File: config.mk
export PLATFORM = sky130hd
export DESIGN_NAME = bp_be_accel_ws_xor_core
export DESIGN_NICKNAME = d
export VERILOG_FILES = /design/src/rtl/bp_be_pkg.sv /design/src/rtl/bp_be_accel_ws_bank.sv /design/src/rtl/bsg_counter_clear_up.sv /design/src/rtl/bp_be_accel_ws_xor_core.sv
export SDC_FILE = /design/constraint.sdc
export NUM_CORES = 2
export LEC_CHECK = 0
export CORE_MARGIN = 3
export CORE_UTILIZATION = 30
export CTS_CLUSTER_SIZE = 20
export DETAILED_ROUTE_END_ITERATION = 10
export HOLD_SLACK_MARGIN = 0.15
export PLACE_DENSITY = 0.46
export SLEW_MARGIN = 10
export SYNTH_ARGS = -nofsm -noshare
export SYNTH_HDL_FRONTEND = slang
export SYNTH_SLANG_ARGS = --single-unit
File: constraint.sdc
create_clock -name clk_i -period 1.8 [get_ports clk_i]
set_input_delay 0.18 -clock clk_i [delete_from_list [all_inputs] [get_ports clk_i]]
set_output_delay 0.18 -clock clk_i [all_outputs]
set_load 0.02 [all_outputs]
File: src/rtl/bp_be_pkg.sv
// Shared types for the BE accelerator XOR core: op encoding, core state
// enum and a small sizing helper used for counter widths.
package bp_be_pkg;

  typedef enum logic [1:0] {
    e_accel_acld0 = 2'b00,
    e_accel_acld1 = 2'b01,
    e_accel_wtld0 = 2'b10,
    e_accel_wtld1 = 2'b11
  } bp_be_accel_op_e;

  typedef enum logic {
    e_idle  = 1'b0,
    e_drain = 1'b1
  } bp_be_accel_core_state_e;

  // Counter width that stays at least one bit when only one value is needed
  function automatic int safe_clog2(input int n);
    return (n > 1) ? $clog2(n) : 1;
  endfunction

endpackage

File: src/rtl/bp_be_accel_ws_bank.sv
// Two stationary weight registers with a single write port and a
// combinational read select. A read in the same cycle as a write to the
// same bank returns the value held before the edge.
module bp_be_accel_ws_bank #(
  parameter int width_p = 512
) (
  input  logic               clk_i,
  input  logic               reset_n_i,
  input  logic               we_i,
  input  logic               w_sel_i,
  input  logic [width_p-1:0] w_data_i,
  input  logic               r_sel_i,
  output logic [width_p-1:0] r_data_o
);

  logic [width_p-1:0] bank0_r;
  logic [width_p-1:0] bank1_r;

  // Load the selected weight bank; both banks clear on reset
  always_ff @(posedge clk_i) begin
    if (!reset_n_i) begin
      bank0_r <= '0;
      bank1_r <= '0;
    end else if (we_i) begin
      if (w_sel_i)
        bank1_r <= w_data_i;
      else
        bank0_r <= w_data_i;
    end
  end

  assign r_data_o = r_sel_i ? bank1_r : bank0_r;

endmodule

File: src/rtl/bsg_counter_clear_up.sv
// Up counter with synchronous clear; clear takes priority over count-up.
module bsg_counter_clear_up #(
  parameter int width_p = 2
) (
  input  logic               clk_i,
  input  logic               reset_i,
  input  logic               clear_i,
  input  logic               up_i,
  output logic [width_p-1:0] count_o
);

  // Reset or clear returns to zero, otherwise advance by one when asked
  always_ff @(posedge clk_i) begin
    if (reset_i || clear_i)
      count_o <= '0;
    else if (up_i)
      count_o <= count_o + width_p'(1);
  end

endmodule

File: src/rtl/bp_be_accel_ws_xor_core.sv
// Weight-stationary XOR core. Weight loads (WTLDk) fill bank k; activation
// loads (ACLDk) XOR the block against bank k and the result is drained as
// fill-width beats, LSB beat first. A new ACLD is taken on the last-beat
// handshake so consecutive blocks stream with no bubble, and weight loads
// are taken during a drain without disturbing it.
// Optional build macro: BP_BE_ACCEL_PERF_EN adds saturating perf counters
// for accepted ACLD tokens and stalled output cycles.
module bp_be_accel_ws_xor_core
  import bp_be_pkg::*;
#(
  parameter int block_width_p = 512,
  parameter int fill_width_p  = 128
) (
  input  logic                     clk_i,
  input  logic                     reset_n_i,
  input  logic [1:0]               op_i,
  input  logic [block_width_p-1:0] data_i,
  input  logic                     v_i,
  output logic                     ready_o,
  output logic [fill_width_p-1:0]  data_o,
  output logic                     v_o,
  input  logic                     yumi_i
`ifdef BP_BE_ACCEL_PERF_EN
  ,
  output logic [31:0]              perf_tokens_o,
  output logic [31:0]              perf_stall_o
`endif
);

  localparam int beats_lp     = block_width_p / fill_width_p;
  localparam int cnt_width_lp = safe_clog2(beats_lp);
  localparam logic [cnt_width_lp-1:0] last_cnt_lp = cnt_width_lp'(beats_lp - 1);

  bp_be_accel_core_state_e state_r, state_n;
  bp_be_accel_op_e         op;
  logic                    is_wtld;
  logic                    draining;
  logic                    last_beat;
  logic                    accept;
  logic                    acld_acc;
  logic                    wtld_acc;
  logic [cnt_width_lp-1:0] cnt;
  logic [block_width_p-1:0] bank_rd;
  logic [block_width_p-1:0] result_r;

  assign op        = bp_be_accel_op_e'(op_i);
  assign is_wtld   = (op == e_accel_wtld0) || (op == e_accel_wtld1);
  assign draining  = (state_r == e_drain);
  assign last_beat = draining && yumi_i && (cnt == last_cnt_lp);
  assign ready_o   = !draining || last_beat || (draining && is_wtld);
  assign accept    = v_i && ready_o;
  assign acld_acc  = accept && !is_wtld;
  assign wtld_acc  = accept && is_wtld;

  bp_be_accel_ws_bank #(
    .width_p(block_width_p)
  ) bank (
    .clk_i    (clk_i),
    .reset_n_i(reset_n_i),
    .we_i     (wtld_acc),
    .w_sel_i  (op_i[0]),
    .w_data_i (data_i),
    .r_sel_i  (op_i[0]),
    .r_data_o (bank_rd)
  );

  bsg_counter_clear_up #(
    .width_p(cnt_width_lp)
  ) beat_counter (
    .clk_i  (clk_i),
    .reset_i(!reset_n_i),
    .clear_i(acld_acc || last_beat),
    .up_i   (draining && yumi_i && !last_beat),
    .count_o(cnt)
  );

  // State register and result block capture on an accepted ACLD
  always_ff @(posedge clk_i) begin
    if (!reset_n_i) begin
      state_r  <= e_idle;
      result_r <= '0;
    end else begin
      state_r <= state_n;
      if (acld_acc)
        result_r <= data_i ^ bank_rd;
    end
  end

  // Next state: a new ACLD (re)starts a drain, a bare last beat ends it
  always_comb begin
    state_n = state_r;
    if (acld_acc)
      state_n = e_drain;
    else if (last_beat)
      state_n = e_idle;
  end

  assign v_o    = draining;
  assign data_o = draining ? result_r[cnt * fill_width_p +: fill_width_p] : '0;

`ifdef BP_BE_ACCEL_PERF_EN
  // Saturating counts of accepted ACLD tokens and back-pressured beats
  always_ff @(posedge clk_i) begin
    if (!reset_n_i) begin
      perf_tokens_o <= '0;
      perf_stall_o  <= '0;
    end else begin
      if (acld_acc && (perf_tokens_o != 32'hFFFF_FFFF))
        perf_tokens_o <= perf_tokens_o + 32'd1;
      if (v_o && !yumi_i && (perf_stall_o != 32'hFFFF_FFFF))
        perf_stall_o <= perf_stall_o + 32'd1;
    end
  end
`endif

endmodule
## Yosys cells after proc, flatten, opt, wreduce, memory -nomap -nowiden

Cells that the tools add are included.

| operators by class | value |
|---|---|
| $add $sub $neg | 1 |
| eq/ne operators | 3 |
| shifts and indexed selects | 1 |
| muxes and demuxes | 4 |
| bitwise logic cells | 2 |
| reductions and logical operators | 19 |

Operator list:

| cell | number |
|---|---|
| 512-bit 2-to-1 mux | 1 |
| 512-bit by 10-bit variable part select with 128-bit output | 1 |
| 512-bit bitwise XOR | 1 |
| 128-bit 2-to-1 mux | 1 |
| 1-bit logical AND | 7 |
| 2-bit equality test, second input constant | 3 |
| 1-bit logical OR | 5 |
| 1-bit zero test | 4 |
| 2-bit AND reduction | 2 |
| 2-bit by 1-bit adder with 2-bit output, second input constant | 1 |
| 1-bit 2-to-1 mux | 2 |
| 2-bit nonzero test | 1 |
| 1-bit NOT | 1 |

| storage, ports and cells | value |
|---|---|
| register bits after elaboration | 1539 |
| bits of input ports | 518 |
| output and inout bits | 130 |
| logic and storage cells | 35 |

## Logic depth before layout (Yosys ltp)

| depth | value |
|---|---|
| depth in word-level cells | 8 |
| gate-level depth with buffers | 7 |
| depth with buffers taken out | 4 |

## Hierarchy

From an unflattened synthesis, not the netlist that was laid out.

| second synthesis, totals | value |
|---|---|
| cells, all modules | 7036 |
| area total of the unflattened synthesis | 72249.3 um^2 |

By module, submodules not included:

| module | instances | cells an instance | area each (um^2) | sequential area each (um^2) |
|---|---|---|---|---|
| bp_be_accel_ws_bank | 1 | 4440 | 44745.4 | 20499.7 |
| bp_be_accel_ws_xor_core | 1 | 2589 | 27420.0 | 10269.8 |
| bsg_counter_clear_up | 1 | 7 | 83.8 | 40.0 |

## Worst setup path before layout

No wires, ideal clock.

| timing path | value |
|---|---|
| path type | flip-flop to output port |
| start point | register beat_counter.count_o[0] |
| end point | output data_o[100] |
| arrival time | 1636 ps |
| data required time | 1620 ps |
| path slack | -16 ps |
| stages on the path, launching flop included | 6 |
| path buffers | 3 |
| cell sequence | dfxtp_1 -> clkbuf_1 -> buf_2 -> buf_2 -> mux4_2 -> and2_1 |

| between the ends | value |
|---|---|
| cells in the longest elaborated chain, start to end | 2 |

RTL lines:

| item | RTL line | RTL |
|---|---|---|
| start, declared | bsg_counter_clear_up.sv:9 | `output logic [width_p-1:0] count_o` |
| start signal, assigned | bsg_counter_clear_up.sv:17 | `count_o <= count_o + width_p'(1);` |
| 512-bit by 10-bit variable part select with 128-bit output | bp_be_accel_ws_xor_core.sv:99 | `assign data_o = draining ? result_r[cnt * fill_width_p +: fill_width_p] : '0;` |
| 128-bit 2-to-1 mux | bp_be_accel_ws_xor_core.sv:99 |  |
| end, declared | bp_be_accel_ws_xor_core.sv:20 | `output logic [fill_width_p-1:0] data_o,` |

No other way between the ends.

## Final worst setup path

| timing path | value |
|---|---|
| start point | register beat_counter.count_o[0] |
| end point | output data_o[24] |

The elaborated chain is that of the path after synthesis.

==> qor.yml <==
place.detailed.hpwl_um: 164000
finalCritPeriodShare_pct: 153
placed_area_um2: 76400
design.core.area_um2: 211000
maxSlewViolCount: 0
fp-row-count: 168
layout.nets: 8708
max-vdd-ir-drop_mv: 0.957
start_to_end_type_of_the_worst_setup_path: "reg2out"
synthSimpleGateAreaFrac_pct: 13.4
die_area_um2: 218000
timing.final.setup_violations: 644
clock_sink_count: 1539
tritoncts_buffers: 178
critical-path-top-delay-family: "buffers and inverters"
power.leakage_uw: 0.0333
tritoncts: "yes"
hold_path.class: "in2reg"
grt_setup_unrepaired: "yes"
crit_top_cell: "sky130_fd_sc_hd__buf_12"
outcome: "complete, but fails checks"
totalWireLength_um: 237000
worst_ep_required_time_ns: 1.62
clockBufferDepth: 3
critical_path_buf_inv_count: 6
initial_core_util_pct: 30.3
area.growth.synth_to_final_pct: 39.7
postRouteAntennaNets: 0
cts_htree_levels: 4
netlist_top_cells_area: "sky130_fd_sc_hd__dfxtp_1, sky130_fd_sc_hd__nand2_1, sky130_fd_sc_hd__a21oi_1"
clock_insertion_delay_worst_skew_ns: 0.84
critical_path_peak_fanout: 5
netlist_instances: 6978
number_of_unique_standard_cell_types_used_by_synthesis: 24
synth-seq-cells: 1539
place_congestion: 0.827
num_vias: 54300
dp_cells: 10200
average_vias_per_placed_instance: 4.86
netlist_area_um2: 63900
ctsRootBufferMaster: "sky130_fd_sc_hd__clkbuf_16"
timing_worst_slew_pin_value_ns: 0.535
timing.critical_path.to_type: "output pin"
total_power_uw: 83200
synth_xor_area_share_pct: 7.02
final_cell_area_um2: 89200
dr.first_iter.drc_count: 3712
dominant_combinational_cell_family_by_area_after_synthesis: "compound AO/OA/AOI/OAI gates"
die_width_um: 467
finClkSkew_ns: 0.0442
power_per_cell_area_nw_per_um2: 933
async_flop_share_pct: 0
grt_pass1_vias: 52900
synth.yosys.warnings: 0
crit_slowest_cell: "sky130_fd_sc_hd__mux4_2"
final_instance_count_without_filler_cells: 11200
synthMuxAreaShare_pct: 12.6
synthAdderAreaFrac_pct: 0.0196
syn-mean-instance-area_um2: 9.15
ys_dominant_reg_cell: "sky130_fd_sc_hd__dfxtp_1"
cpPeakStageDelay_ns: 0.50
violations_in_the_final_reports: "setup timing"
antenna_found_initial: 90
timing.critical_path.from_type: "register"
final.setup.worst_slack_ns: -0.959
number_of_synthesized_flops_with_an_enable_pin: 0
final_util_pct: 42.4
die_h_um: 467
synth.largest_area_cell: "sky130_fd_sc_hd__dfxtp_1"
cts.clk_slew.worst_paths_ns: 0.07
place.port_buffers: 647
max_freq_ghz: 0.362
cp_cell_sequence: "buf_12 -> buf_16 -> buf_12 -> buf_12 -> buf_8 -> mux4_2 -> and2_4 -> buf_6"
grt_start_max_net_pins: 105
routedWlPerCell_um: 21.2
net_count_synth: 7497
synth_compound_gate_area_share_pct: 15.1
post_route_cells_drive_above_1_share_pct: 13.1
hold_viol: 0
track_usage_pct: 21.1
slew_limit_headroom_pct: 64.3
cp.arrival_ns: 2.58
synth_seq_area_share_pct: 48.2
yosysTopAreaCellShare_pct: 48.2
detailedRoute.firstPassIterationCount: 5
grt_first_pass_wirelength_um: 352000
drc_errors: 0
drv_cap: 0
grt.overflow.total: 0
min_period_ns: 2.76
num_io_pins: 648
==> timing repair <==
action / 4_1_cts / 5_1_grt
pin swaps: 26 / 43
setup endpoints to repair: 642 / 644
hold buffers: 514 / 0
buffers inserted: 47 / 19
resized for setup: 806 / 153
hold endpoints to repair: 1402 / 0
cloned: 14 / 3
==> state kept, by name (all words and copies together) (netlist names) <==
| register | count |
|---|---|
| bank.bank0_r | 512 |
| v_o | 1 |
| beat_counter.count_o | 2 |
| result_r | 512 |
| bank.bank1_r | 512 |
==> per-stage QoR <==
step           TNS [ns]  hold WS (ns)  setup slack (ns)
5_1_grt         -509.43         0.235             -1.09
3_3_place_gp    -201.64         0.440            -0.477
2_1_floorplan     -1.44         0.316           -0.0160
4_1_cts         -454.98         0.179             -1.13
6_report        -458.60         0.270            -0.959
3_5_place_dp    -236.15         0.446            -0.509
==> power by group <==
part,internal (uW),switching [uW]
clock,21600,15100
combinational,5180,4920
sequential,35500,937
==> logic make-up (layout without fill, tap and decap cells) <==
logic type	Yosys count	after routing
AO/OA/AOI/OAI	1541	1541
XOR/XNOR	512	512
adder cells (fa/ha/maj)	1	1
buffers and inverters	554	1896
flip-flops	1539	1539
multiplexers	641	641
other	0	55
AND/OR/NAND/NOR	2190	2190
==> per-layer routing <==
metal  part of all wire (%)  up-vias  track usage [%]  wire length, um
met1                     46    26400             28.9           109000
met5                  0.045        -                0              107
met4                    2.4       16             5.82             5640
met3                    5.1      361             3.61            12200
met2                     46     1389             34.0           110000
li1                       -    26200                -                -
==> area by class of cell <==
type | instances | area, um^2
fill | 20300 | 121000
multi-input combinational | 4885 | 31100
sequential | 1539 | 30800
timing repair buffer | 1584 | 17700
clock buffer | 268 | 5340
tap | 2805 | 3510
clock inverter | 43 | 619
antenna | 55 | 138
inverter | 1 | 11.3
==> worst register-to-register path: stages (launching register included) <==
cell and delay, ns:
sky130_fd_sc_hd__dfxtp_4 0.37, sky130_fd_sc_hd__buf_12 0.12, sky130_fd_sc_hd__buf_4 0.20, sky130_fd_sc_hd__buf_8 0.15, sky130_fd_sc_hd__buf_6 0.11, sky130_fd_sc_hd__ha_4 0.14, sky130_fd_sc_hd__a21boi_4 0.06, sky130_fd_sc_hd__buf_4 0.13
sky130_fd_sc_hd__buf_6 0.12, sky130_fd_sc_hd__o21a_4 0.25, sky130_fd_sc_hd__bufbuf_16 0.31, sky130_fd_sc_hd__buf_16 0.16, sky130_fd_sc_hd__buf_4 0.15, sky130_fd_sc_hd__a22o_1 0.22
==> cells in the final DEF, fill, tap and decap left out, types with 3 or more instances in the layout <==
cell and count:
sky130_fd_sc_hd__buf_12 175, sky130_fd_sc_hd__mux2i_1 513, sky130_fd_sc_hd__clkinv_8 3, sky130_fd_sc_hd__bufbuf_16 6, sky130_fd_sc_hd__dfxtp_4 3, sky130_fd_sc_hd__clkinv_16 3, sky130_fd_sc_hd__mux4_2 128, sky130_fd_sc_hd__clkdlybuf4s50_1 516
sky130_fd_sc_hd__dlygate4sd3_1 514, sky130_fd_sc_hd__buf_4 188, sky130_fd_sc_hd__bufinv_16 8, sky130_fd_sc_hd__diode_2 55, sky130_fd_sc_hd__and2_4 119, sky130_fd_sc_hd__a21oi_1 1026, sky130_fd_sc_hd__xnor2_1 512, sky130_fd_sc_hd__buf_16 13
sky130_fd_sc_hd__dfxtp_1 1536, sky130_fd_sc_hd__inv_16 5, sky130_fd_sc_hd__clkinv_2 17, sky130_fd_sc_hd__a22o_1 512, sky130_fd_sc_hd__clkinvlp_4 3, sky130_fd_sc_hd__clkbuf_1 38, sky130_fd_sc_hd__buf_2 9, sky130_fd_sc_hd__nand2_1 2052
sky130_fd_sc_hd__and2_1 9, sky130_fd_sc_hd__buf_6 153, sky130_fd_sc_hd__clkbuf_8 50, sky130_fd_sc_hd__clkbuf_16 183, sky130_fd_sc_hd__buf_8 6
==> synthesized netlist by cell type (31+ instances only) <==
cell type,instances
sky130_fd_sc_hd__a21oi_1,1026
sky130_fd_sc_hd__a22o_1,512
sky130_fd_sc_hd__and2_1,128
sky130_fd_sc_hd__buf_1,31
sky130_fd_sc_hd__buf_2,190
sky130_fd_sc_hd__clkbuf_1,332
sky130_fd_sc_hd__dfxtp_1,1539
sky130_fd_sc_hd__mux2i_1,513
sky130_fd_sc_hd__mux4_2,128
sky130_fd_sc_hd__nand2_1,2052
sky130_fd_sc_hd__xnor2_1,512
==> final timing paths <==
| check | start | to | slack (ns) | cells past startpoint |
|---|---|---|---|---|
| hold reg to reg | bank.bank0_r[334]$_SDFFE_PN0P_ | bank.bank0_r[334]$_SDFFE_PN0P_ | 0.45 | 2 |
| hold / removal | reset_n_i | beat_counter.count_o[1]$_SDFFE_PP0P_ | 0.27 | 4 |
| setup reg to reg | beat_counter.count_o[0]$_SDFFE_PP0P_ | result_r[159]$_SDFFE_PN0P_ | -0.80 | 13 |
| setup / recovery | beat_counter.count_o[0]$_SDFFE_PP0P_ | data_o[24] | -0.96 | 8 |
(Power assumes the default switching activity.)
